[src/rtl/fifo_axis_reader.sv]
// fifo_axis_reader: drains a registered-output synchronous FIFO into an
// AXI4-Stream master. A 2-entry skid buffer absorbs the FIFO's one-cycle read
// latency so the stream sustains one beat per cycle, and tlast is generated
// every LEN beats for fixed-length packets.
module fifo_axis_reader #(
    parameter int D_W = 32,
    parameter int LEN = 64
) (
    input  logic                   clk,
    input  logic                   rst,
    input  logic                   fifo_empty,
    output logic                   fifo_read,
    input  logic signed [D_W-1:0]  fifo_data,
    output logic signed [D_W-1:0]  m_axis_tdata,
    output logic                   m_axis_tvalid,
    input  logic                   m_axis_tready,
    output logic                   m_axis_tlast,
    output logic [$clog2(LEN):0]   beat_cnt
);

    localparam int             BW        = $clog2(LEN) + 1;
    localparam logic [BW-1:0]  LAST_BEAT = BW'(LEN - 1);

    // Buffer: head_q drives tdata, tail_q holds the second entry.
    logic signed [D_W-1:0] head_q, head_d;
    logic signed [D_W-1:0] tail_q, tail_d;
    logic [1:0]            buf_cnt_q, buf_cnt_d;
    logic                  rd_pend_q;
    logic [BW-1:0]         beat_q, beat_d;
    logic                  tvalid_q, tlast_q;

    logic                  pop;
    logic [2:0]            occ;
    logic [1:0]            cnt_after_pop;

    assign pop           = tvalid_q && m_axis_tready;
    assign m_axis_tdata  = head_q;
    assign m_axis_tvalid = tvalid_q;
    assign m_axis_tlast  = tlast_q;
    assign beat_cnt      = beat_q;

    // Read issue: slots already committed (held + in flight - leaving) must
    // leave room for the word this read will return next cycle.
    always_comb begin
        occ       = {1'b0, buf_cnt_q} + {2'b00, rd_pend_q} - {2'b00, pop};
        fifo_read = !rst && !fifo_empty && (occ < 3'd2);
    end

    // Buffer update: pop shifts the tail forward, then a returning word lands
    // in the first free slot after the pop.
    always_comb begin
        head_d        = head_q;
        tail_d        = tail_q;
        cnt_after_pop = buf_cnt_q - {1'b0, pop};
        if (pop) begin
            head_d = tail_q;
        end
        if (rd_pend_q) begin
            if (cnt_after_pop == 2'd0) begin
                head_d = fifo_data;
            end else begin
                tail_d = fifo_data;
            end
        end
        buf_cnt_d = cnt_after_pop + {1'b0, rd_pend_q};
    end

    // Beat counter: advances only on pop, wraps after the tlast beat.
    always_comb begin
        beat_d = beat_q;
        if (pop) begin
            beat_d = (beat_q == LAST_BEAT) ? '0 : beat_q + BW'(1);
        end
    end

    // State registers; tvalid/tlast are registered alongside the buffer.
    always_ff @(posedge clk) begin
        if (rst) begin
            head_q    <= '0;
            tail_q    <= '0;
            buf_cnt_q <= 2'd0;
            rd_pend_q <= 1'b0;
            beat_q    <= '0;
            tvalid_q  <= 1'b0;
            tlast_q   <= 1'b0;
        end else begin
            head_q    <= head_d;
            tail_q    <= tail_d;
            buf_cnt_q <= buf_cnt_d;
            rd_pend_q <= fifo_read;
            beat_q    <= beat_d;
            tvalid_q  <= (buf_cnt_d != 2'd0);
            tlast_q   <= (beat_d == LAST_BEAT);
        end
    end

endmodule

[config.mk]
export PLATFORM = sky130hd
export DESIGN_NAME = fifo_axis_reader
export DESIGN_NICKNAME = d
export VERILOG_FILES = /design/src/rtl/fifo_axis_reader.sv
export SDC_FILE = /design/constraint.sdc
export NUM_CORES = 1
export LEC_CHECK = 0
export CAP_MARGIN = 30
export CORE_AREA = 2 2 80 113
export CTS_CLUSTER_DIAMETER = 100
export DETAILED_ROUTE_END_ITERATION = 16
export DIE_AREA = 0 0 82 115
export PLACE_DENSITY = 0.66
export SYNTH_ARGS = -nofsm -noshare
export SYNTH_HDL_FRONTEND = slang
export SYNTH_SLANG_ARGS = --single-unit
[constraint.sdc]
create_clock -name clk -period 3.11 [get_ports clk]
set_clock_uncertainty 0.05 [all_clocks]
set_input_delay 0.4665 -clock clk [delete_from_list [all_inputs] [get_ports clk]]
set_output_delay 0.4665 -clock clk [all_outputs]
set_load 0.03 [all_outputs]
==> flow_summary.rst, run 1 <==
.. list-table::
   :header-rows: 1

   * - Metric
     - Value
   * - Path category of the worst min-delay check
     - register to register
   * - Layout fillers
     - about 770
   * - Mapped Area
     - 3360 um^2
   * - Synth Instances
     - 353
   * - WP data required
     - about 2600 ps
   * - Launch point of the worst hold path
     - tail_q[0]$_SDFFE_PP0P_
   * - Max-cap violation count
     - 0
   * - Final hold viol count
     - 0
   * - Count of endpoints failing setup in the final report
     - 0
   * - Slew @ Worst Pin
     - approximately 860 ps
   * - Mean number of vias per cell
     - between 5 and 6
   * - Syn_nets
     - 392
   * - Number of synthesized flops with an enable pin
     - 0
   * - Placed Instance Area
     - 4190 um^2
   * - Critical path startpoint
     - m_axis_tready
   * - Final net count
     - ~460
   * - 1st-iter DRT viols
     - 104
   * - Data arrival time at the worst-slack endpoint
     - roughly 2300 ps
   * - Wire length of the first global-routing pass
     - ~12,000 um
   * - Proportion of synthesized chip area in sequential cells
     - roughly 45%
   * - Hold_buf cts
     - 0
   * - Fraction of registers with async set or reset after synthesis
     - 0%
   * - Share of total power in sequential cells
     - between 30% and 40%
   * - GRT Resource Usage Total
     - 16.9%
   * - Cells resized by post-CTS repair
     - 0
   * - Post-layout instance count excluding filler cells
     - approximately 530
   * - Via count of the first global-routing pass
     - between 2,000 and 3,000
   * - Total congestion overflow
     - 0
   * - Fraction of final layout cells sized beyond drive strength 1
     - ~14%
   * - Final hold slack
     - 442 ps
   * - Die Area
     - about 9400 um^2
   * - First-pass iteration count of the detailed router
     - 4
   * - GPL Wtd Cong
     - around 0.7
   * - Post-route clock period utilization
     - approximately nine tenths
   * - Initial core utilization
     - around two fifths
   * - Number of clock sinks seen by CTS
     - between 70 and 80
   * - Aggregate routed wire length
     - approximately 7500 um
   * - Die Height
     - 115 um
   * - Largest fanout on the critical path
     - 4
   * - Highest attainable clock frequency
     - approximately 0.35 GHz
   * - Average routed wire per standard cell
     - around 14 um
   * - Number of antenna repair diodes
     - 0
   * - Total via count in the routed design
     - 2,690
   * - Layout overhead on the synthesized area
     - 34.9%
   * - Leakage power of the design
     - between 1.5 and 2 nW
   * - Area of the multi-input gates
     - around 1700 um^2
   * - FP Rows
     - 40
   * - Clock buffer depth
     - 2
   * - Critical register-to-register path startpoint
     - m_axis_tvalid$_SDFF_PP0_
   * - Least setup slack across all paths after layout
     - 249 ps
   * - CTS clk-pin slew, worst paths
     - about 50 ps
   * - Placeable core area
     - ~8400 um^2
   * - Count of nets left with antenna violations after detail routing
     - 0
   * - Worst slew margin relative to its limit
     - 42.5%
   * - Proportion of total power due to net switching
     - 34.7%
   * - Post-layout util
     - between 50 and 60%
   * - Number of buffer cells added on primary ports
     - between 70 and 80
   * - Antenna violations before repair
     - 0
   * - Final HPWL DP
     - 4880 um
   * - Total clock buffers created by CTS
     - 9
   * - Endpoint kind of the worst setup timing path
     - output port
   * - Net Switching
     - around 1.4 mW
   * - H-tree lvl count
     - 3
   * - Min Clock Period, post-route
     - roughly 2900 ps
   * - Peak supply drop
     - roughly 0.43 mV
   * - CTS Root Buffer Type
     - sky130_fd_sc_hd__clkbuf_16
   * - Proportion of power drawn by the clock network
     - about 29%
   * - DRC violations left
     - 0
   * - Outcome
     - finished, final reports clean
   * - Part of the total power dissipated in combinational logic
     - 37.5%
   * - TritonCTS clock tree
     - yes
   * - Power per standard cell area
     - approximately 900 nW/um^2
   * - Accumulated negative setup slack
     - 0 ps
   * - Die boundary width
     - approximately 80 um
   * - Unrepaired setup endpoints after global routing
     - no
   * - Dominant cells by area after synthesis
     - sky130_fd_sc_hd__dfxtp_1 (45%), sky130_fd_sc_hd__a311oi_2 (14%), sky130_fd_sc_hd__mux2i_1 (9.5%)
   * - Number of buffers inserted by post-CTS setup repair
     - 0
   * - Type of element launching the critical path
     - input port
   * - Area of all sequential standard cells
     - 1520 um^2
   * - Number of warnings issued by yosys
     - 0
   * - Placed Cells
     - 517
   * - Total power
     - 4.06 mW
   * - Avg Inst Size Synth
     - around 9.5 um^2
   * - Number of pins with negative max-slew slack in the final report
     - 0
   * - Design area
     - ~4500 um^2
   * - Clk Latency, worst-skew pair
     - about 320 ps
   * - Register bit total from synthesis
     - 76
   * - Top FF cell, synth
     - sky130_fd_sc_hd__dfxtp_1
   * - Worst setup timing slack at the placement stage
     - 217 ps
   * - Synth unique cells
     - 37
   * - Post-synthesis cell type with the largest combined area
     - sky130_fd_sc_hd__dfxtp_1
   * - Maximum number of pins on one net before global-route repair
     - 65
   * - Internal power
     - around 2.6 mW
   * - WS Path Type
     - input port to output port
   * - I/O pin total
     - between 70 and 80
   * - Area share of the largest cell type after synthesis
     - 45.3%
## flip-flops by register name, indices dropped and copies added (netlist names)
name,count
beat_cnt,7
buf_cnt_q,2
m_axis_tdata,32
m_axis_tlast,1
m_axis_tvalid,1
rd_pend_q,1
tail_q,32
## critical path, stage by stage
cell and delay [ps]:
sky130_fd_sc_hd__clkdlybuf4s50_1 480, sky130_fd_sc_hd__nand2_1 100, sky130_fd_sc_hd__nor2_1 180, sky130_fd_sc_hd__o21ai_0 150
sky130_fd_sc_hd__fa_1 390, sky130_fd_sc_hd__xor2_1 170, sky130_fd_sc_hd__nor4b_2 220, sky130_fd_sc_hd__buf_4 200
## power by group through the flow
stage / Sequential (mW) / Combinational (mW) / Clock, mW
finish: 1.35 / 1.52 / 1.19
global placement: 1.36 / 1.52 / 0
floorplan: 1.64 / 0.784 / 0
CTS: 1.35 / 1.54 / 1.21
detailed placement: 1.37 / 1.53 / 0
global route: 1.38 / 1.65 / 1.26
## cell families after synthesis
group	synth area share [%]
AOI/OAI and AO/OA	16.7
xor gates and xnor gates	1.82
adders and majority gates	1.34
buffers and inverters	4.32
DFF	45.3
muxes	9.53
and+or+nand+nor	21.0
## per-layer routing
| metal | vias up | track usage [%] | routed length, um |
|---|---|---|---|
| met5 | - | 0 | 0 |
| met4 | 0 | 5.67 | 90 |
| met3 | 6 | 4.40 | 318 |
| met2 | 52 | 27.0 | 3550 |
| met1 | 1270 | 22.0 | 3560 |
| li1 | 1362 | - | - |
## worst paths after layout
kind                                  to  slack, ps  cells past startpoint
max reg2reg  m_axis_tdata[23]$_SDFF_PP0_        960                      4
min reg2reg       tail_q[0]$_SDFFE_PP0P_        440                      2
min               tail_q[0]$_SDFFE_PP0P_        440                      2
max                            fifo_read        250                      8
## cell usage in the layout (no fill, tap or decap), drive strengths merged, types with 2 or more instances in the layout
master / instances
and2: 2
nor3b: 2
mux2i: 32
dfxtp: 76
buf: 10
a311oi: 32
nand2: 70
nor2b: 4
xor2: 4
clkdlybuf4s50: 75
nor2: 70
nor3: 2
and3b: 2
bufinv: 3
nor4b: 2
clkbuf: 10
nand4: 2
ha: 2
a21boi: 2
xnor2: 3
or2: 2
nand3: 4
## final cells by class
type	instances	area share (%)
clock buffers	10	5.05
clock inverters	6	2.46
repair buffers	85	18.2
multi-input cells	251	37.8
flip-flops and latches	76	33.6
well taps	105	2.90
## Yosys cell counts (all sizes together) (3+ instances only)
library cell,instances
a311oi,32
buf,10
clkbuf,16
dfxtp,76
mux2i,32
nand2,70
nand3,4
nor2,70
nor2b,4
xnor2,3
xor2,4
Note: power is estimated with default switching activity, not from simulation.
==> run 2, diff against run 1 <==
Settings changed: SKIP_LAST_GASP set to 1.
==> results of run 2 <==
No change in the layout: final DEF, timing and power equal those of run 1.
==> run 3, diff against run 2 <==
Settings changed: CORE_AREA 2 2 80 113 to 2 2 81 114, DIE_AREA 0 0 82 115 to 0 0 83 116, PLACE_DENSITY 0.66 to not set, TNS_END_PERCENT set to 1.
==> flow_summary.rst, run 3 (synthesis gave the netlist of run 1 again) <==
.. list-table::
   :header-rows: 1

   * - Metric
     - Value
   * - Max-cap violation count
     - 0 (unchanged)
   * - Leakage power of the design
     - 1.81 nW (-0.40%)
   * - H-tree lvl count
     - 3 (unchanged)
   * - Aggregate routed wire length
     - 7680 um (+2.1%)
   * - I/O pin total
     - 78 (unchanged)
   * - WS Path Type
     - input port to output port
   * - Most common library cell in the layout ignoring fill and taps
     - sky130_fd_sc_hd__dfxtp_1
   * - Total via count in the routed design
     - 2,749 (+2.2%)
   * - Total congestion overflow
     - 0 (unchanged)
   * - Maximum number of pins on one net before global-route repair
     - 65 (unchanged)
   * - Data arrival time at the worst-slack endpoint
     - 2360 ps (+20 ps)
   * - Die boundary width
     - 83 um (+1.2%)
   * - Via count of the first global-routing pass
     - 2,804 (+7.4%)
   * - Final HPWL DP
     - 5010 um (+2.6%)
   * - Post-route clock period utilization
     - 92.4% (+0.40 points)
   * - Most frequent cells in the layout
     - sky130_fd_sc_hd__dfxtp_1 (76), sky130_fd_sc_hd__clkdlybuf4s50_1 (75), sky130_fd_sc_hd__nand2_1 (70)
   * - First-pass iteration count of the detailed router
     - 4 (unchanged)
   * - DRC violations left
     - 0 (unchanged)
   * - GRT Resource Usage Total
     - 16.8% (-0.044 points)
   * - Number of pins with negative max-slew slack in the final report
     - 0 (unchanged)
   * - Wire length of the first global-routing pass
     - 13,200 um (+5.5%)
   * - Worst slew margin relative to its limit
     - 60.6% (+18 points)
   * - Peak supply drop
     - 0.609 mV (+40%)
   * - Type of element launching the critical path
     - input port
   * - Outcome
     - finished, final reports clean
   * - Antenna violations before repair
     - 0 (unchanged)
   * - Path category of the worst min-delay check
     - register to register
   * - Initial core utilization
     - 39.3% (-0.70 points)
   * - Unrepaired setup endpoints after global routing
     - no
   * - Min Clock Period, post-route
     - 2870 ps (+12.3 ps)
   * - Total clock buffers created by CTS
     - 9 (unchanged)
   * - Count of nets left with antenna violations after detail routing
     - 0 (unchanged)
   * - Number of antenna repair diodes
     - 0 (unchanged)
   * - Area of the multi-input gates
     - 1710 um^2 (+0.15%)
   * - CTS clk-pin slew, worst paths
     - 50 ps (about the same)
   * - Die Area
     - 9630 um^2 (+2.1%)
   * - Number of buffer cells added on primary ports
     - 77 (unchanged)
   * - WP data required
     - 2590 ps (about the same)
   * - Highest attainable clock frequency
     - 0.348 GHz (-0.43%)
   * - Accumulated negative setup slack
     - 0 ps (unchanged)
   * - Count of endpoints failing setup in the final report
     - 0 (unchanged)
   * - Final hold viol count
     - 0 (unchanged)
   * - Clk Latency, worst-skew pair
     - 320 ps (about the same)
   * - TritonCTS clock tree
     - yes
   * - Placeable core area
     - 8560 um^2 (+1.8%)
   * - Number of clock sinks seen by CTS
     - 76 (unchanged)
   * - Final net count
     - 461 (-0.22%)
   * - Largest fanout on the critical path
     - 4 (unchanged)
   * - Area of all sequential standard cells
     - 1520 um^2 (unchanged)
   * - CTS Root Buffer Type
     - sky130_fd_sc_hd__clkbuf_16
   * - Post-layout util
     - 52.7% (-1.1 points)
   * - Cells resized by post-CTS repair
     - 0 (unchanged)
   * - Number of buffers inserted by post-CTS setup repair
     - 0 (unchanged)
   * - Average routed wire per standard cell
     - 14.5 um (+2.4%)
   * - FP Rows
     - 40 (unchanged)
   * - Hold_buf cts
     - 0 (unchanged)
   * - Clock buffer depth
     - 2 (unchanged)
   * - Mean number of vias per cell
     - 5.18 (+2.6%)
   * - GPL Wtd Cong
     - 0.888 (+28%)
   * - Layout overhead on the synthesized area
     - 34.4%
   * - Endpoint kind of the worst setup timing path
     - output port
   * - Slew @ Worst Pin
     - 591 ps (-271 ps)
   * - Die Height
     - 116 um (+0.87%)
   * - Power per standard cell area
     - 875 nW/um^2 (-2.3%)
   * - Fraction of final layout cells sized beyond drive strength 1
     - 14.1% (-0.40 points)
   * - Layout fillers
     - 798 (+3.5%)
   * - 1st-iter DRT viols
     - 133 (+28%)
   * - Total power
     - 3.95 mW (-2.6%)
run 3: changes by cell type in the layout (fill, tap and decap cells not counted), sizes merged:
| cell | before | now |
|---|---|---|
| clkinv | 1 | 0 |
| clkinvlp | 1 | 0 |
| bufinv | 3 | 1 |
| clkbuf | 10 | 14 |
| buf | 10 | 9 |
| inv | 1 | 0 |
run 3: path summary, 6_finish.rpt:
check,slack (ps),startpoint,cells after the start,to
worst max-delay path,240,m_axis_tready,8,fifo_read
worst max register to register,1180,m_axis_tvalid$_SDFF_PP0_,5,m_axis_tdata[2]$_SDFF_PP0_
worst min register to register,440,tail_q[18]$_SDFFE_PP0P_,2,tail_q[18]$_SDFFE_PP0P_
worst min-delay path,440,tail_q[18]$_SDFFE_PP0P_,2,tail_q[18]$_SDFFE_PP0P_
run 3: layout make-up:
class	instances	area share [%]
flip-flops and latches	76	33.7
multi-input cells	251	38.0
clock buffers	14	6.07
well taps	105	2.91
repair buffers	84	18.7
clock inverters	1	0.665
run 3: worst max-delay path, cell delays in order:
cell	delay, ps
sky130_fd_sc_hd__clkdlybuf4s50_1	490
sky130_fd_sc_hd__nand2_1	120
sky130_fd_sc_hd__nor2_2	150
sky130_fd_sc_hd__o21ai_0	130
sky130_fd_sc_hd__fa_1	390
sky130_fd_sc_hd__xor2_1	170
sky130_fd_sc_hd__nor4b_2	230
sky130_fd_sc_hd__buf_4	200
run 3: metrics by stage:
step                cells  instance area, um^2  hold slack (ps)  setup WS (ps)
global route          531                 4510              466           59.2
finish                531                 4510              444            237
global placement      516                 4210              424            226
CTS                   531                 4510              450            153
detailed placement    516                 4210              437            159
floorplan             353                 3370              413           24.1
run 3: layer usage:
metal	part of all wire [%]	vias up	wire [um]	track usage, %
met5	0	-	0	0
met4	2.3	0	176	8.52
met3	3.2	12	248	3.77
met2	50	49	3850	29.0
met1	44	1331	3410	19.8
li1	-	1357	-	-
run 3: power breakdown:
| part | internal, mW | total (mW) | leakage (nW) | switching [mW] |
|---|---|---|---|---|
| Combinational | 0.679 | 1.55 | 1.04 | 0.868 |
| Sequential | 1.20 | 1.35 | 0.617 | 0.148 |
| Clock | 0.683 | 1.05 | 0.149 | 0.370 |
| Total | 2.56 | 3.95 | 1.81 | 1.39 |
